<file path="config.mk">
export PLATFORM = sky130hd
export DESIGN_NAME = axis_extremum_averager
export DESIGN_NICKNAME = d
export VERILOG_FILES = /design/src/rtl/axis_extremum_pkg.sv /design/src/rtl/axis_extremum_averager_holder.sv /design/src/rtl/axis_extremum_averager.sv
export SDC_FILE = /design/constraint.sdc
export NUM_CORES = 1
export LEC_CHECK = 0
export ABC_CLOCK_PERIOD_IN_PS = 5400
export CORE_MARGIN = 5
export CORE_UTILIZATION = 55
export DETAILED_ROUTE_END_ITERATION = 10
export PLACE_DENSITY = 0.77
export SLEW_MARGIN = 20
export SYNTH_ARGS = -nofsm -noshare
export SYNTH_HDL_FRONTEND = slang
export SYNTH_HIERARCHICAL = 1
export SYNTH_SLANG_ARGS = --single-unit
</file>
<file path="constraint.sdc">
create_clock -name aclk -period 5.4 [get_ports aclk]
set_input_delay 1.08 -clock aclk [delete_from_list [all_inputs] [get_ports aclk]]
set_output_delay 1.08 -clock aclk [all_outputs]
set_load 0.005 [all_outputs]
</file>
<file path="src/rtl/axis_extremum_pkg.sv">
// Shared types and helpers for the extremum averager: pair/result layouts,
// frame FSM states and the stage-1 peak-to-peak / midpoint arithmetic.
package axis_extremum_pkg;

  localparam int HW = 16;

  typedef struct packed {
    logic signed [HW-1:0] max;
    logic signed [HW-1:0] min;
  } extremum_pair_t;

  typedef struct packed {
    logic signed [HW-1:0] offset;
    logic [HW-1:0]        amplitude;
  } result_t;

  typedef enum logic [1:0] {
    ST_IDLE  = 2'd0,
    ST_ACCUM = 2'd1,
    ST_FLUSH = 2'd2
  } state_t;

  // An inverted pair (max < min) contributes no amplitude.
  function automatic logic [HW:0] peak_to_peak(input extremum_pair_t p);
    logic [HW:0] d;
    d = {p.max[HW-1], p.max} - {p.min[HW-1], p.min};
    if (p.max < p.min) begin
      return {(HW+1){1'b0}};
    end else begin
      return d;
    end
  endfunction

  function automatic logic signed [HW:0] mid_sum(input extremum_pair_t p);
    return $signed({p.max[HW-1], p.max}) + $signed({p.min[HW-1], p.min});
  endfunction

  function automatic logic [4:0] clamp_lc(input logic [4:0] req, input logic [4:0] lim);
    if (req > lim) begin
      return lim;
    end else begin
      return req;
    end
  endfunction

endpackage

</file>
<file path="src/rtl/axis_extremum_averager_holder.sv">
// Output register for the averager: holds a result until accepted and flags
// a pending result being replaced by a newer one.
module axis_result_holder
  import axis_extremum_pkg::*;
(
  input  logic    clk,
  input  logic    rst,
  input  logic    load,
  input  result_t load_data,
  input  logic    ready,
  output result_t data,
  output logic    valid,
  output logic    overrun
);

  // Result register with valid/ready hold and overwrite detection
  always_ff @(posedge clk or posedge rst) begin
    if (rst) begin
      data    <= '0;
      valid   <= 1'b0;
      overrun <= 1'b0;
    end else if (load) begin
      data    <= load_data;
      valid   <= 1'b1;
      overrun <= valid && !ready;
    end else begin
      overrun <= 1'b0;
      if (ready) begin
        valid <= 1'b0;
      end
    end
  end

endmodule

</file>
<file path="src/rtl/axis_extremum_averager.sv">
// Averages 2^log_count {max,min} pairs into one {offset, amplitude} AXIS word.
// Optional peak-amplitude tracker enabled by defining AXIS_EXTREMUM_PEAK_HOLD_EN.
module axis_extremum_averager
  import axis_extremum_pkg::*;
#(
  parameter int AXIS_TDATA_WIDTH = 32,
  parameter int MAX_LOG_COUNT    = 16
) (
  input  logic                        aclk,
  input  logic                        areset,
  input  logic [4:0]                  log_count,
  input  logic [AXIS_TDATA_WIDTH-1:0] S_AXIS_tdata,
  input  logic                        S_AXIS_tvalid,
  output logic                        S_AXIS_tready,
  output logic [AXIS_TDATA_WIDTH-1:0] M_AXIS_tdata,
  output logic                        M_AXIS_tvalid,
  input  logic                        M_AXIS_tready,
  output logic                        overrun
`ifdef AXIS_EXTREMUM_PEAK_HOLD_EN
  ,
  input  logic                        clear_peak,
  output logic [HW-1:0]               peak_amplitude
`endif
);

  localparam int         ACC_W  = HW + 1 + MAX_LOG_COUNT;
  localparam logic [4:0] MAX_LC = 5'(MAX_LOG_COUNT);

  extremum_pair_t            in_pair_s;
  logic                      s_ready_r;
  logic                      s_fire_s;
  logic                      s1_valid_r;
  logic [HW:0]               s1_pp_r;
  logic signed [HW:0]        s1_mid_r;
  logic [4:0]                s1_lc_r;
  state_t                    state_r;
  logic [4:0]                lc_r;
  logic [MAX_LOG_COUNT-1:0]  count_r;
  logic [MAX_LOG_COUNT-1:0]  count_next_s;
  logic [MAX_LOG_COUNT-1:0]  last_idx_s;
  logic [ACC_W-1:0]          acc_pp_r;
  logic signed [ACC_W-1:0]   acc_mid_r;
  logic [5:0]                shift_s;
  logic [ACC_W-1:0]          amp_full_s;
  logic signed [ACC_W-1:0]   off_full_s;
  logic                      flush_s;
  result_t                   result_s;
  result_t                   hold_data_s;

  assign in_pair_s     = S_AXIS_tdata;
  assign s_fire_s      = S_AXIS_tvalid && s_ready_r;
  assign S_AXIS_tready = s_ready_r;

  // Stage 1: per-pair arithmetic, with the frame length sampled at handshake
  always_ff @(posedge aclk or posedge areset) begin
    if (areset) begin
      s_ready_r  <= 1'b0;
      s1_valid_r <= 1'b0;
      s1_pp_r    <= '0;
      s1_mid_r   <= '0;
      s1_lc_r    <= 5'd0;
    end else begin
      s_ready_r  <= 1'b1;
      s1_valid_r <= s_fire_s;
      if (s_fire_s) begin
        s1_pp_r  <= peak_to_peak(in_pair_s);
        s1_mid_r <= mid_sum(in_pair_s);
        s1_lc_r  <= clamp_lc(log_count, MAX_LC);
      end
    end
  end

  assign count_next_s = count_r + MAX_LOG_COUNT'(1);
  assign last_idx_s   = ~({MAX_LOG_COUNT{1'b1}} << lc_r);
  assign shift_s      = {1'b0, lc_r} + 6'd1;
  assign amp_full_s   = acc_pp_r >> shift_s;
  assign off_full_s   = acc_mid_r >>> shift_s;
  assign flush_s      = (state_r == ST_FLUSH);

  // Result fields fit HW bits exactly because the mean of halves stays in range
  always_comb begin
    result_s           = '0;
    result_s.offset    = off_full_s[HW-1:0];
    result_s.amplitude = amp_full_s[HW-1:0];
  end

  // Frame FSM: a pair seen in ST_FLUSH opens the next frame in the same cycle
  always_ff @(posedge aclk or posedge areset) begin
    if (areset) begin
      state_r   <= ST_IDLE;
      lc_r      <= 5'd0;
      count_r   <= '0;
      acc_pp_r  <= '0;
      acc_mid_r <= '0;
    end else begin
      case (state_r)
        ST_IDLE, ST_FLUSH: begin
          if (s1_valid_r) begin
            lc_r      <= s1_lc_r;
            count_r   <= '0;
            acc_pp_r  <= ACC_W'(s1_pp_r);
            acc_mid_r <= ACC_W'(s1_mid_r);
            state_r   <= (s1_lc_r == 5'd0) ? ST_FLUSH : ST_ACCUM;
          end else begin
            count_r   <= '0;
            acc_pp_r  <= '0;
            acc_mid_r <= '0;
            state_r   <= ST_IDLE;
          end
        end
        ST_ACCUM: begin
          if (s1_valid_r) begin
            acc_pp_r  <= acc_pp_r + ACC_W'(s1_pp_r);
            acc_mid_r <= acc_mid_r + ACC_W'(s1_mid_r);
            count_r   <= count_next_s;
            if (count_next_s == last_idx_s) begin
              state_r <= ST_FLUSH;
            end
          end
        end
        default: begin
          state_r <= ST_IDLE;
        end
      endcase
    end
  end

  axis_result_holder u_holder (
    .clk       (aclk),
    .rst       (areset),
    .load      (flush_s),
    .load_data (result_s),
    .ready     (M_AXIS_tready),
    .data      (hold_data_s),
    .valid     (M_AXIS_tvalid),
    .overrun   (overrun)
  );

  assign M_AXIS_tdata = hold_data_s;

`ifdef AXIS_EXTREMUM_PEAK_HOLD_EN
  logic [HW-1:0] peak_r;

  // Peak tracker: a result loaded alongside a clear still registers
  always_ff @(posedge aclk or posedge areset) begin
    if (areset) begin
      peak_r <= '0;
    end else if (flush_s) begin
      if (clear_peak || (result_s.amplitude > peak_r)) begin
        peak_r <= result_s.amplitude;
      end
    end else if (clear_peak) begin
      peak_r <= '0;
    end
  end

  assign peak_amplitude = peak_r;
`endif

endmodule

</file>
Yosys cells after proc, flatten, opt, wreduce, memory -nomap -nowiden
Index checks and enable logic that the tools add are counted.
{ "totals": {"regBits": 164, "output_inout_bits": 35, "inputBits": 41, "wordCells": 60} }
{ "op_classes": {"n_lt_le_gt_ge": 2, "addsub": 6, "n_reduce_logical": 11, "bitwise_logic": 1, "n_mux": 18, "shift": 3, "n_eq_ne": 5} }
{ "op_table": {"columns": ["cell", "n"], "rows": [
  ["33-bit one-hot mux with 2 select lines", 2],
  ["33-bit 2-to-1 mux", 3],
  ["33-bit by 17-bit adder with 33-bit output", 2],
  ["17-bit 2-to-1 mux", 2],
  ["33-bit by 6-bit >> shifter with 16-bit output", 1],
  ["33-bit by 6-bit >>> shifter with 16-bit output", 1],
  ["16-bit one-hot mux with 2 select lines", 1],
  ["16-bit by 16-bit adder with 17-bit output", 1],
  ["16-bit by 16-bit subtractor with 17-bit output", 1],
  ["16-bit by 1-bit adder with 16-bit output (second input constant)", 1],
  ["16-bit equality test", 1],
  ["16-bit < comparator", 1],
  ["16-bit 2-to-1 mux", 1],
  ["16-bit NOT", 1],
  ["16-bit by 5-bit << shifter with 16-bit output (first input constant)", 1],
  ["2-bit 2-to-1 mux", 4],
  ["5-bit by 1-bit adder with 6-bit output (second input constant)", 1],
  ["2-bit AND reduction", 3],
  ["5-bit > comparator (second input constant)", 1],
  ["5-bit logical NOT", 1],
  ["5-bit 2-to-1 mux", 1],
  ["2-bit != test (second input constant)", 2],
  ["2-bit one-hot mux with 2 select lines", 1],
  ["2-bit nonzero test", 2],
  ["other kinds (7)", 10]
]} }

Depth between registers and ports, before layout
Gate-level depths: netlist of run 1.
{ "depth": {"ltp_word": 6, "depth_mapped": 15, "mapped_depth_nobuf": 13} }

By module
Netlist of run 1, hierarchy kept.
{ "modules_own_cells": {"columns": ["mod", "instances", "seq_area_each_um2", "area_per_inst_um2", "cells_per_inst"], "rows": [
  ["axis_extremum_averager", 1, 3253.1, 12705.9, 1559],
  ["axis_result_holder", 1, 850.8, 1403.8, 74]
]} }

Worst setup path before layout of run 1
No wires, ideal clock.
{ "synth_timing": {"path_kind": "input port to flip-flop", "start": "input S_AXIS_tdata[1]", "end": "register s1_pp_r[13]", "arrival_time_ns": 3.171, "setup_time_ns": 0.121, "t_required_ns": 5.279, "slack_ns": 2.109, "path_stages": 12, "path_cell_list": "inv_1 -> ha_1 -> nor2b_1 -> o21ai_1 -> a21oi_1 -> o31ai_2 -> a21oi_1 -> a31oi_1 -> o21ai_1 -> o311a_1 -> clkbuf_1 -> a22o_1"} }
{ "synth_via": {"elab_chain_len": 2, "elab_cells_between_ends": 3, "cone_classes": "add/sub (1); order compare (1); mux (1)"} }
{ "synth_lines": {"columns": ["item", "line_no", "rtl"], "rows": [
  ["start: declaration", "axis_extremum_averager.sv:12", "input logic [AXIS_TDATA_WIDTH-1:0] S_AXIS_tdata,"],
  ["16-bit by 16-bit subtractor with 17-bit output or 16-bit < comparator (tied branches)", "axis_extremum_pkg.sv:26, axis_extremum_pkg.sv:27", null],
  ["17-bit 2-to-1 mux *", "axis_extremum_pkg.sv:27", "if (p.max < p.min) begin"],
  ["end signal: assignment", "axis_extremum_averager.sv:66", "s1_pp_r <= peak_to_peak(in_pair_s);"],
  ["end: declaration", "axis_extremum_averager.sv:33", "logic [HW:0] s1_pp_r;"]
]} }
Every way passes the cells marked *; elsewhere a longest branch is shown, timed or not.
A chain may end at the register's enable or synchronous reset.

Worst setup path in the final report of run 1
{ "layout_timing": {"start": "register lc_r[0]", "end": "register u_holder/data[31] (netlist name)"} }
{ "layout_via": {"elab_chain_len": 2} }
{ "layout_lines": {"columns": ["item", "line_no", "rtl"], "rows": [
  ["start: declaration", "axis_extremum_averager.sv:37", "logic [4:0] lc_r;"],
  ["start signal: assignment", "axis_extremum_averager.sv:99", "lc_r <= s1_lc_r;"],
  ["5-bit by 1-bit adder with 6-bit output", "axis_extremum_averager.sv:75", "assign shift_s = {1'b0, lc_r} + 6'd1;"],
  ["33-bit by 6-bit >>> shifter with 16-bit output", "axis_extremum_averager.sv:77", "assign off_full_s = acc_mid_r >>> shift_s;"],
  ["via off_full_s[15]", "axis_extremum_averager.sv:45", "logic signed [ACC_W-1:0] off_full_s;"],
  ["end signal: assignment", "axis_extremum_averager_holder.sv:23", "data <= load_data;"],
  ["end: declaration", "axis_extremum_averager_holder.sv:11", "output result_t data,"]
]} }
The timed path passes the listed nets, and every way through them passes these cells.

==> metrics, run 1 <==
critical path class=reg -> reg; Synth Area per Inst=8.64 sq um; Slew @ Worst Pin=about 1 ns; power per cell area=around 570 mW/mm^2; setup tns final=0 ns; hold path start=u_holder/valid$_DFFE_PP0P_; static leakage=6.85 nW; largest family of logic cells by synthesized area=compound AO/OA/AOI/OAI gates; Setup Skew=approximately 0.0086 ns; hold path depth=1; maximum VDD drop=approximately 0.43 mV; minimum clock period=between 4 and 5 ns; Buffers & Inverters on Critical Path=1; sequential fraction of the synthesis area=between 20 and 30%; Data required, critical path=about 5.7 ns; worst-path cell chain=inv_2, ha_2, mux4_2, mux2i_1, nand2_1, a21oi_1, a21oi_1, nor2_1, nor2_1, mux2_4; most frequent cells in the layout=nand2_1, nor2_1, dfrtp_1; hold_buf cts=0; Hold Crit Class=reg -> reg; CTS Sinks=around 160; vias=around 12k; part of the cycle the worst path needs=about three quarters; Initial Util=55.9%; CP arrival=4.42 ns; Fin. Hold Viols=0; leading register cell type out of synthesis=dfrtp_1; Critical R2R Capture=u_holder/data[31]$_DFFE_PP0P_; synth warn=6; GPL Wtd Cong=~0.95; final setup fails=0; WL final=between 30000 and 40000 microns; Mapped Nets=1764; CTS H-tree depth=4; drt pass-1 iters=5; CTS root buf=clkbuf_16; Async S/R FF share, synth=100%; initial DRC count=between 1k and 1.5k; max-cap viol count=0; DRC=0; CP top delay family=multiplexers; GR Util All Layers=24.8%; Min Hold Slack=between 0.4 and 0.5 ns; endpoint class of the critical path=register; Max-slew headroom=32.8%; drt via density=6.21; commonest non-fill, non-tap cell in the layout=nand2_1; post-synthesis register bit count=around 160; vias in the first global route=11.7k; crit path launch type=register; total core area=about 0.025 sq mm; Clock Latency Late Sink=0.44 ns; Detail Route Antenna Nets=0; layout net count=~1.8k; Inserted Diodes=0; initial antenna violation count=0; CP max stage delay=roughly 1.1 ns; Routed wire per std cell=about 18 microns; first-pass GRT wire length=between 50000 and 60000 microns; Inserted Clock Buffers=17; r2r startpoint=lc_r[0]$_DFFE_PP0P_; register-to-register setup slack=around 1.3 ns; I/O Buffers=75; Post-Synth Adder-Cell Area=under 10%; Synth Area in Compound Gates=a little over a fifth; Die Wd=170 microns; crit path max fanout=39; area delta synth->final=11.2%; Post-Syn Area=about 0.014 sq mm; share of layout cells above drive strength 1=9.76%; Post-Synth XOR/XNOR Area=between 6 and 7%; Clock transition at path regs=approximately 0.060 ns; Fmax achieved=between 200 and 250 MHz; Slowest cell on crit path=ha_2; worst r2r path cells=10; global route total overflow=0; CTS tree=built; EDFF count, synth=0; RSZ-0062 raised after global routing=false; num rows=58; Synth cell types=between 80 and 90; post-synthesis simple-gate area fraction=approximately 16%; fraction of synthesized area in multiplexers=between 10% and 20%; HPWL after DPL=between 20000 and 30000 microns; Filler cells=approximately 2.2k; Cells after Synth=between 1.5k and 2k; overall die height=roughly 170 microns; Slew Limit Fails=0; boundary pin count=76; Die ar.=0.0290 sq mm; clk buf depth=2; setup bufs post-CTS=0; post_cts resized=0; largest net degree at the start of global routing=82; Min-Delay Endpoint=u_holder/valid$_DFFE_PP0P_; status=completed
worst max-delay path by stage:
stage,start,to,slack [ns],cells after the start
floorplan,areset,S_AXIS_tready$_DFF_PP0_,0.85,1
global placement,S_AXIS_tdata[1],s1_pp_r[3]$_DFFE_PP0P_,1.22,13
detailed placement,S_AXIS_tdata[1],s1_pp_r[3]$_DFFE_PP0P_,1.08,13
CTS,lc_r[1]$_DFFE_PP0P_,u_holder/data[16]$_DFFE_PP0P_,1.33,7
global route,lc_r[1]$_DFFE_PP0P_,u_holder/data[19]$_DFFE_PP0P_,1.02,10
finish,lc_r[0]$_DFFE_PP0P_,u_holder/data[31]$_DFFE_PP0P_,1.30,10
cell usage after synthesis, types with 10 or more instances:
cell	number	share of area, %
nand4_1	11	0.49
mux2i_1	52	3.7
nor3_1	26	0.92
nand3_1	41	1.5
mux4_2	37	5.9
o21a_1	13	0.69
buf_2	12	0.43
o21ai_0	130	4.6
nand2_1	166	4.4
a21oi_1	155	5.5
xnor2_1	73	4.5
a31oi_1	13	0.58
nor2b_1	22	0.98
inv_1	52	1.4
a22o_1	32	2.0
dfrtp_1	164	29
mux2_2	19	1.5
ha_1	86	7.6
clkbuf_1	72	1.9
a21o_1	31	1.6
and3_1	12	0.53
a211oi_1	22	1.2
nor2_1	165	4.4
o211ai_1	10	0.53
buf_1	11	0.29
or3_1	13	0.58
mux2_4	28	3.0
nand2b_1	16	0.71
xor2_1	31	1.9
registers in the layout, indices dropped and copies added (netlist names):
| name | count |
|---|---|
| lc_r | 5 |
| s1_mid_r | 17 |
| u_holder/valid | 1 |
| s1_valid_r | 1 |
| S_AXIS_tready | 1 |
| s1_pp_r | 17 |
| acc_pp_r | 33 |
| u_holder/overrun | 1 |
| u_holder/data | 32 |
| acc_mid_r | 33 |
| count_r | 16 |
| state_r | 2 |
| s1_lc_r | 5 |
cell families after synthesis:
| kind of cell | count (synthesis) |
|---|---|
| AOI/OAI and AO/OA | 484 |
| xor gates and xnor gates | 104 |
| adders and majority gates | 91 |
| buffers and inverters | 155 |
| DFF | 164 |
| muxes | 136 |
| other | 1 |
| and+or+nand+nor | 498 |
area by class of cell:
| class | count | area (sq um) | share of cell area [%] |
|---|---|---|---|
| Sequential cell | 164 | 4110 | 26.2 |
| Clock inverter | 11 | 201 | 1.28 |
| Timing Repair Buffer | 95 | 913 | 5.82 |
| Multi-Input combinational cell | 1314 | 9380 | 59.8 |
| Clock buffer | 20 | 457 | 2.91 |
| Tap cell | 330 | 413 | 2.63 |
| Inverter | 56 | 215 | 1.37 |
worst reg2reg max path: stages (launching register included):
cell	delay, ns
dfrtp_2	0.77
inv_2	0.39
ha_2	1.10
mux4_2	0.65
mux2i_1	0.31
nand2_1	0.12
a21oi_1	0.17
a21oi_1	0.06
nor2_1	0.10
nor2_1	0.05
mux2_4	0.26
where the power goes:
group | internal, mW | switching, mW | leakage [nW]
clock network | 0.847 | 0.517 | 0.316
logic | 2.53 | 3.04 | 4.40
registers | 1.56 | 0.508 | 2.13
total | 4.94 | 4.07 | 6.85
routing by layer:
layer | track usage, % | share of wire [%]
met2 | 39.3 | 45
met5 | 0 | 0
met4 | 7.50 | 2.5
met1 | 36.0 | 45
met3 | 3.04 | 7.2
through the flow:
step           worst slack (ns)  power (mW)  area [sq um]  util, %  cells
4_1_cts                    1.33        8.93         15700     62.1   1990
5_1_grt                    1.02        9.71         15700     62.1   1990
3_3_place_gp               1.22        7.39         15000     59.5   1959
6_report                   1.30        9.01         15700     62.1   1990
3_5_place_dp               1.08        7.54         15000     59.5   1959
2_1_floorplan             0.851        6.26         14100        -   1633
(Power assumes the default switching activity.)
==> inputs of run 2 (changes only) <==
--- a/config.mk
+++ b/config.mk
@@ -5,11 +5,11 @@
 export SDC_FILE = /design/constraint.sdc
 export NUM_CORES = 1
 export LEC_CHECK = 0
-export ABC_CLOCK_PERIOD_IN_PS = 5400
+export ABC_CLOCK_PERIOD_IN_PS = 3700
 export CORE_MARGIN = 5
 export CORE_UTILIZATION = 55
 export DETAILED_ROUTE_END_ITERATION = 10
-export PLACE_DENSITY = 0.77
+export PLACE_DENSITY = 0.8
 export SLEW_MARGIN = 20
 export SYNTH_ARGS = -nofsm -noshare
 export SYNTH_HDL_FRONTEND = slang
==> constraint.sdc (replaced) <==
create_clock -name aclk -period 3.7 [get_ports aclk]
set_input_delay 0.74 -clock aclk [delete_from_list [all_inputs] [get_ports aclk]]
set_output_delay 0.74 -clock aclk [all_outputs]
set_load 0.005 [all_outputs]
==> run 2 against run 1 <==
  * Design area rose by 0.74%
  * Wire length rose by 1.1%
  * Global-route usage rose by 0.66 points
  * Register-to-register slack got worse by 1.0 ns
  * Count of clock-buffer cells in the layout rose by 4
  * Sequential cell count did not move
  * Largest cell class unchanged
  * Highest routed layer unchanged
==> metrics, run 2 (synthesis results as in run 1) <==
register-to-register setup slack=0.25 ns; clk buf depth=2; WL final=between 30000 and 40000 microns; overall die height=170 microns; max-cap viol count=0; Fin. Hold Viols=0; Inserted Clock Buffers=17; drt via density=6.18; power per cell area=between 800 and 900 mW/mm^2; most frequent cells in the layout=nand2_1, nor2_1, dfrtp_1; Clock transition at path regs=0.06 ns; setup tns final=0 ns; commonest non-fill, non-tap cell in the layout=nand2_1; global route total overflow=0; Core Util, Final=62.6%; endpoint class of the critical path=register; total core area=~0.025 sq mm; hold path start=u_holder/data[6]$_DFFE_PP0P_; Max-slew headroom=roughly 46%; Fmax achieved=290 MHz; Slew Limit Fails=0; HPWL after DPL=between 20000 and 30000 microns; num rows=58; crit path launch type=register; status=completed; CTS root buf=clkbuf_16; r2r startpoint=s1_mid_r[0]$_DFFE_PP0P_; DP Area=0.0152 sq mm; Top Registers=acc_mid_r: 33 flops, acc_pp_r: 33 flops, u_holder/data: 32 flops; Detail Route Antenna Nets=0; Filler cells=~2.1k; share of layout cells above drive strength 1=10.9%; Data required, critical path=4.02 ns; area delta synth->final=12.0%; part of the cycle the worst path needs=around 93%; drt pass-1 iters=5; post_cts resized=0; GR Util All Layers=about a quarter; initial DRC count=1084; layout net count=between 1.5k and 2k; boundary pin count=76; Setup crit start=s1_mid_r[0]$_DFFE_PP0P_; RSZ-0062 raised after global routing=false; static leakage=between 6 and 7 nW; fin area=approximately 0.016 sq mm; first-pass GRT wire length=approximately 61000 microns; vias=~12k; vias in the first global route=11.8k; Die ar.=slightly below 0.03 sq mm; critical path class=reg -> reg; Setup Skew=0.00982 ns; minimum clock period=3.45 ns; DRC=0; Die Wd=170 microns; Slew @ Worst Pin=between 0.7 and 0.8 ns; final setup fails=0; CTS tree=built; initial antenna violation count=0; crit path max fanout=4; CP arrival=3.77 ns; Hold Crit Class=reg -> reg; Cell Count Post-Placement=between 1.5k and 2k; Routed wire per std cell=roughly 18 microns; hold_buf cts=0; final std cells w/o fill=about 2k; Clock Latency Late Sink=0.43 ns; I/O Buffers=75; Inserted Diodes=0; GPL Wtd Cong=between 0.9 and 1; Initial Util=between 50% and 60%; CTS H-tree depth=4; setup bufs post-CTS=0; maximum VDD drop=0.555 mV; largest net degree at the start of global routing=just over 60; CTS Sinks=164
==> run 2: changes by cell type in the layout (fill, tap and decap cells not counted) <==
cell / before / now
buf_12: 1 / 2
clkinv_4: 5 / 1
clkbuf_1: 1 / 2
bufinv_16: 5 / 2
inv_6: 1 / 0
clkinv_2: 0 / 1
clkbuf_8: 2 / 5
clkinvlp_4: 1 / 4
buf_4: 19 / 40
==> run 2: power by group <==
| group | switching [mW] | leakage, nW | internal, mW |
|---|---|---|---|
| registers | 0.656 | 2.13 | 2.29 |
| logic | 4.56 | 4.51 | 3.78 |
| clock network | 0.722 | 0.285 | 1.08 |
==> run 2: through the flow <==
stage / hold slack, ns / setup WS [ns] / power, mW
after floorplan: 0.463 / 0.501 / 9.13
final: 0.511 / 0.251 / 13.1
after global placement: 0.485 / 0.158 / 10.9
after CTS: 0.515 / 0.300 / 13.0
after detailed placement: 0.499 / 0.0737 / 11.1
after global routing: 0.528 / 0.121 / 14.1
==> run 2: area by class of cell <==
type / count / area [sq um] / area share (%)
multi-input cells: 1314 / 9380 / 59.4
clock inverters: 7 / 96.3 / 0.610
repair buffers: 117 / 1090 / 6.90
flip-flops and latches: 164 / 4110 / 26.0
well taps: 330 / 413 / 2.61
inverters: 56 / 214 / 1.35
clock buffers: 24 / 502 / 3.17
==> run 2: path summary, 6_finish.rpt <==
| path | endpoint | depth (start not counted) |
|---|---|---|
| min in group asynchronous | u_holder/data[12]$_DFFE_PP0P_ | 2 |
| max | acc_mid_r[32]$_DFFE_PP0P_ | 12 |
| max reg2reg | acc_mid_r[32]$_DFFE_PP0P_ | 12 |
| min | u_holder/data[6]$_DFFE_PP0P_ | 1 |
| max in group asynchronous | acc_mid_r[20]$_DFFE_PP0P_ | 3 |
| min reg2reg | u_holder/data[6]$_DFFE_PP0P_ | 1 |
==> run 2: worst max-delay path, stage by stage (launching register included) <==
cell and delay [ns]:
dfrtp_1 0.41, ha_1 0.28, fa_1 0.44, a211oi_1 0.26
nor2_1 0.13, o2111ai_1 0.39, a21oi_2 0.14, o22ai_2 0.28
or2_1 0.19, a41o_1 0.29, mux2i_1 0.21, o32ai_1 0.09
a32o_1 0.23
==> run 2: routing by layer <==
metal | global-route usage (%) | vias to the layer above | share of wire, %
li1 | - | 5971 | -
met1 | 36.2 | 5930 | 45
met3 | 3.23 | 65 | 6.1
met4 | 7.19 | 0 | 2.2
met5 | 0 | - | 0
met2 | 41.4 | 464 | 47
==> inputs of run 3 (changes only) <==
--- a/config.mk
+++ b/config.mk
@@ -9,6 +9,7 @@
 export CORE_MARGIN = 5
 export CORE_UTILIZATION = 55
 export DETAILED_ROUTE_END_ITERATION = 10
+export MAX_ROUTING_LAYER = met4
 export PLACE_DENSITY = 0.8
 export SLEW_MARGIN = 20
 export SYNTH_ARGS = -nofsm -noshare
==> run 3 against run 2 <==
  * Register-to-register slack better by 0.05 ns
  * Largest power group unchanged
  * Global-route usage rose by 0.97 points
  * Critical endpoint is now acc_pp_r[32]$_DFFE_PP0P_
  * Cell count about the same
  * Highest routed layer unchanged
  * Critical path type unchanged
  * Maximum frequency rose by 1.6%
  * Largest cell class unchanged
==> metrics, run 3 (synthesis results as in run 1) <==
status=completed; Clock Latency Late Sink=0.43 ns; Top Registers=acc_mid_r: 33 flops, acc_pp_r: 33 flops, u_holder/data: 32 flops; vias in the first global route=between 10k and 15k; area delta synth->final=12.1%; global route total overflow=0; static leakage=just under 7 nW; crit path launch type=register; Clock transition at path regs=0.06 ns; first-pass GRT wire length=slightly above 60000 microns; total core area=0.0253 sq mm; Detail Route Antenna Nets=0; Max-slew headroom=approximately 48%; largest net degree at the start of global routing=66; switching share of power=a little under half; Initial Util=between 50% and 60%; initial antenna violation count=0; minimum clock period=between 3 and 4 ns; CTS Sinks=roughly 160; HPWL after DPL=27500 microns; drt pass-1 iters=5; clk buf depth=2; setup tns final=0 ns; Routed wire per std cell=18.2 microns; CTS tree=built; CTS root buf=clkbuf_16; CP max stage delay=~0.49 ns; Comb pwr share=between 60% and 70%; Die ar.=0.0290 sq mm; share of layout cells above drive strength 1=a little over a tenth; worst setup margin=between 0.3 and 0.4 ns; Die Wd=around 170 microns; GR Util All Layers=26.5%; boundary pin count=76; CTS H-tree depth=4; CP arrival=~3.8 ns; CP top delay family=compound AO/OA/AOI/OAI gates; net load switching power=5.98 mW; GPL Wtd Cong=~1.0; num rows=58; I/O Buffers=75; Setup Skew=between 0.008 and 0.009 ns; Buffers & Inverters on Critical Path=0; commonest non-fill, non-tap cell in the layout=nand2_1; critical path class=reg -> reg; Slew @ Worst Pin=0.782 ns; power per cell area=between 800 and 900 mW/mm^2; initial DRC count=between 1k and 1.5k; Clk pwr share=about 14%; Data required, critical path=4.05 ns; vias=roughly 12k; dpl ws=0.0814 ns; layout net count=between 1.5k and 2k; Int Pwr=between 7 and 8 mW; DRC=0; crit path max fanout=7; most frequent cells in the layout=nand2_1, nor2_1, dfrtp_1; Filler cells=2124; final setup fails=0; drt via density=between 6 and 7; endpoint class of the critical path=register; part of the cycle the worst path needs=around nine tenths; maximum VDD drop=between 0.4 and 0.5 mV; RSZ-0062 raised after global routing=false; worst-path cell chain=ha_1, fa_1, a21o_1, a21oi_1, nor2_1, a41oi_1, a211oi_1, o21a_1, o41ai_4, nor3_1, nand3_1, mux2i_1; Sequential Power Share=around 22%; Inserted Clock Buffers=17; Inserted Diodes=0; max-cap viol count=0; Fin. Hold Viols=0; Slew Limit Fails=0; WL final=around 37000 microns; Fmax achieved=between 200 and 300 MHz; overall die height=~170 microns; Slowest cell on crit path=o41ai_4; Hold Crit Class=reg -> reg
run 3: changes by cell type in the layout (fill, tap and decap cells not counted):
cell,before,now
buf_12,2,1
buf_4,40,43
bufinv_16,2,3
clkbuf_8,5,3
o2111ai_1,3,2
o2111ai_2,0,1
run 3: worst paths after layout:
kind	start	end	slack (ns)	depth (start not counted)
setup / recovery	s1_pp_r[0]$_DFFE_PP0P_	acc_pp_r[32]$_DFFE_PP0P_	0.31	12
hold / removal	u_holder/valid$_DFFE_PP0P_	u_holder/valid$_DFFE_PP0P_	0.51	1
setup reg to reg	s1_pp_r[0]$_DFFE_PP0P_	acc_pp_r[32]$_DFFE_PP0P_	0.31	12
hold reg to reg	u_holder/valid$_DFFE_PP0P_	u_holder/valid$_DFFE_PP0P_	0.51	1
max in group asynchronous	areset	s1_pp_r[16]$_DFFE_PP0P_	2.20	3
min in group asynchronous	areset	u_holder/data[13]$_DFFE_PP0P_	0.77	2
run 3: stage by stage:
step,area (sq um),std cells,util (%),hold slack [ns],power (mW)
after detailed placement,15200,1983,60.2,0.498,11.2
after global placement,15200,1983,60.2,0.484,10.9
after global routing,15800,2013,62.6,0.529,14.2
after CTS,15800,2013,62.6,0.512,13.0
after floorplan,14100,1633,-,0.463,9.13
final,15800,2013,62.6,0.514,13.1
run 3: timing repair:
item	in CTS	in global routing
hold buffers	0	0
setup endpoints to repair	0	1
resized for setup	0	1
setup buffers	0	0
run 3: layout make-up:
cell class	count	area [sq um]	share of cell area [%]
timing repair buffer	119	1090	6.92
sequential	164	4110	26.0
clock buffer	22	474	3.00
multi-input combinational	1314	9390	59.4
inverter	56	214	1.35
tap	330	413	2.61
clock inverter	8	126	0.799
run 3: power groups by stage:
stage	registers (mW)	clock network (mW)	logic, mW
finish	2.94	1.82	8.39
floorplan	2.69	0	6.44
global route	3.02	1.91	9.26
global placement	2.91	0	8.00
detailed placement	2.95	0	8.21
CTS	2.92	1.84	8.28
run 3: layer usage:
| metal | wire [microns] | vias to the layer above | global-route usage [%] |
|---|---|---|---|
| met1 | 16500 | 5938 | 36.1 |
| met5 | 0 | - | - |
| met3 | 2420 | 71 | 3.60 |
| li1 | - | 5968 | - |
| met4 | 952 | 0 | 8.68 |
| met2 | 16700 | 441 | 41.1 |
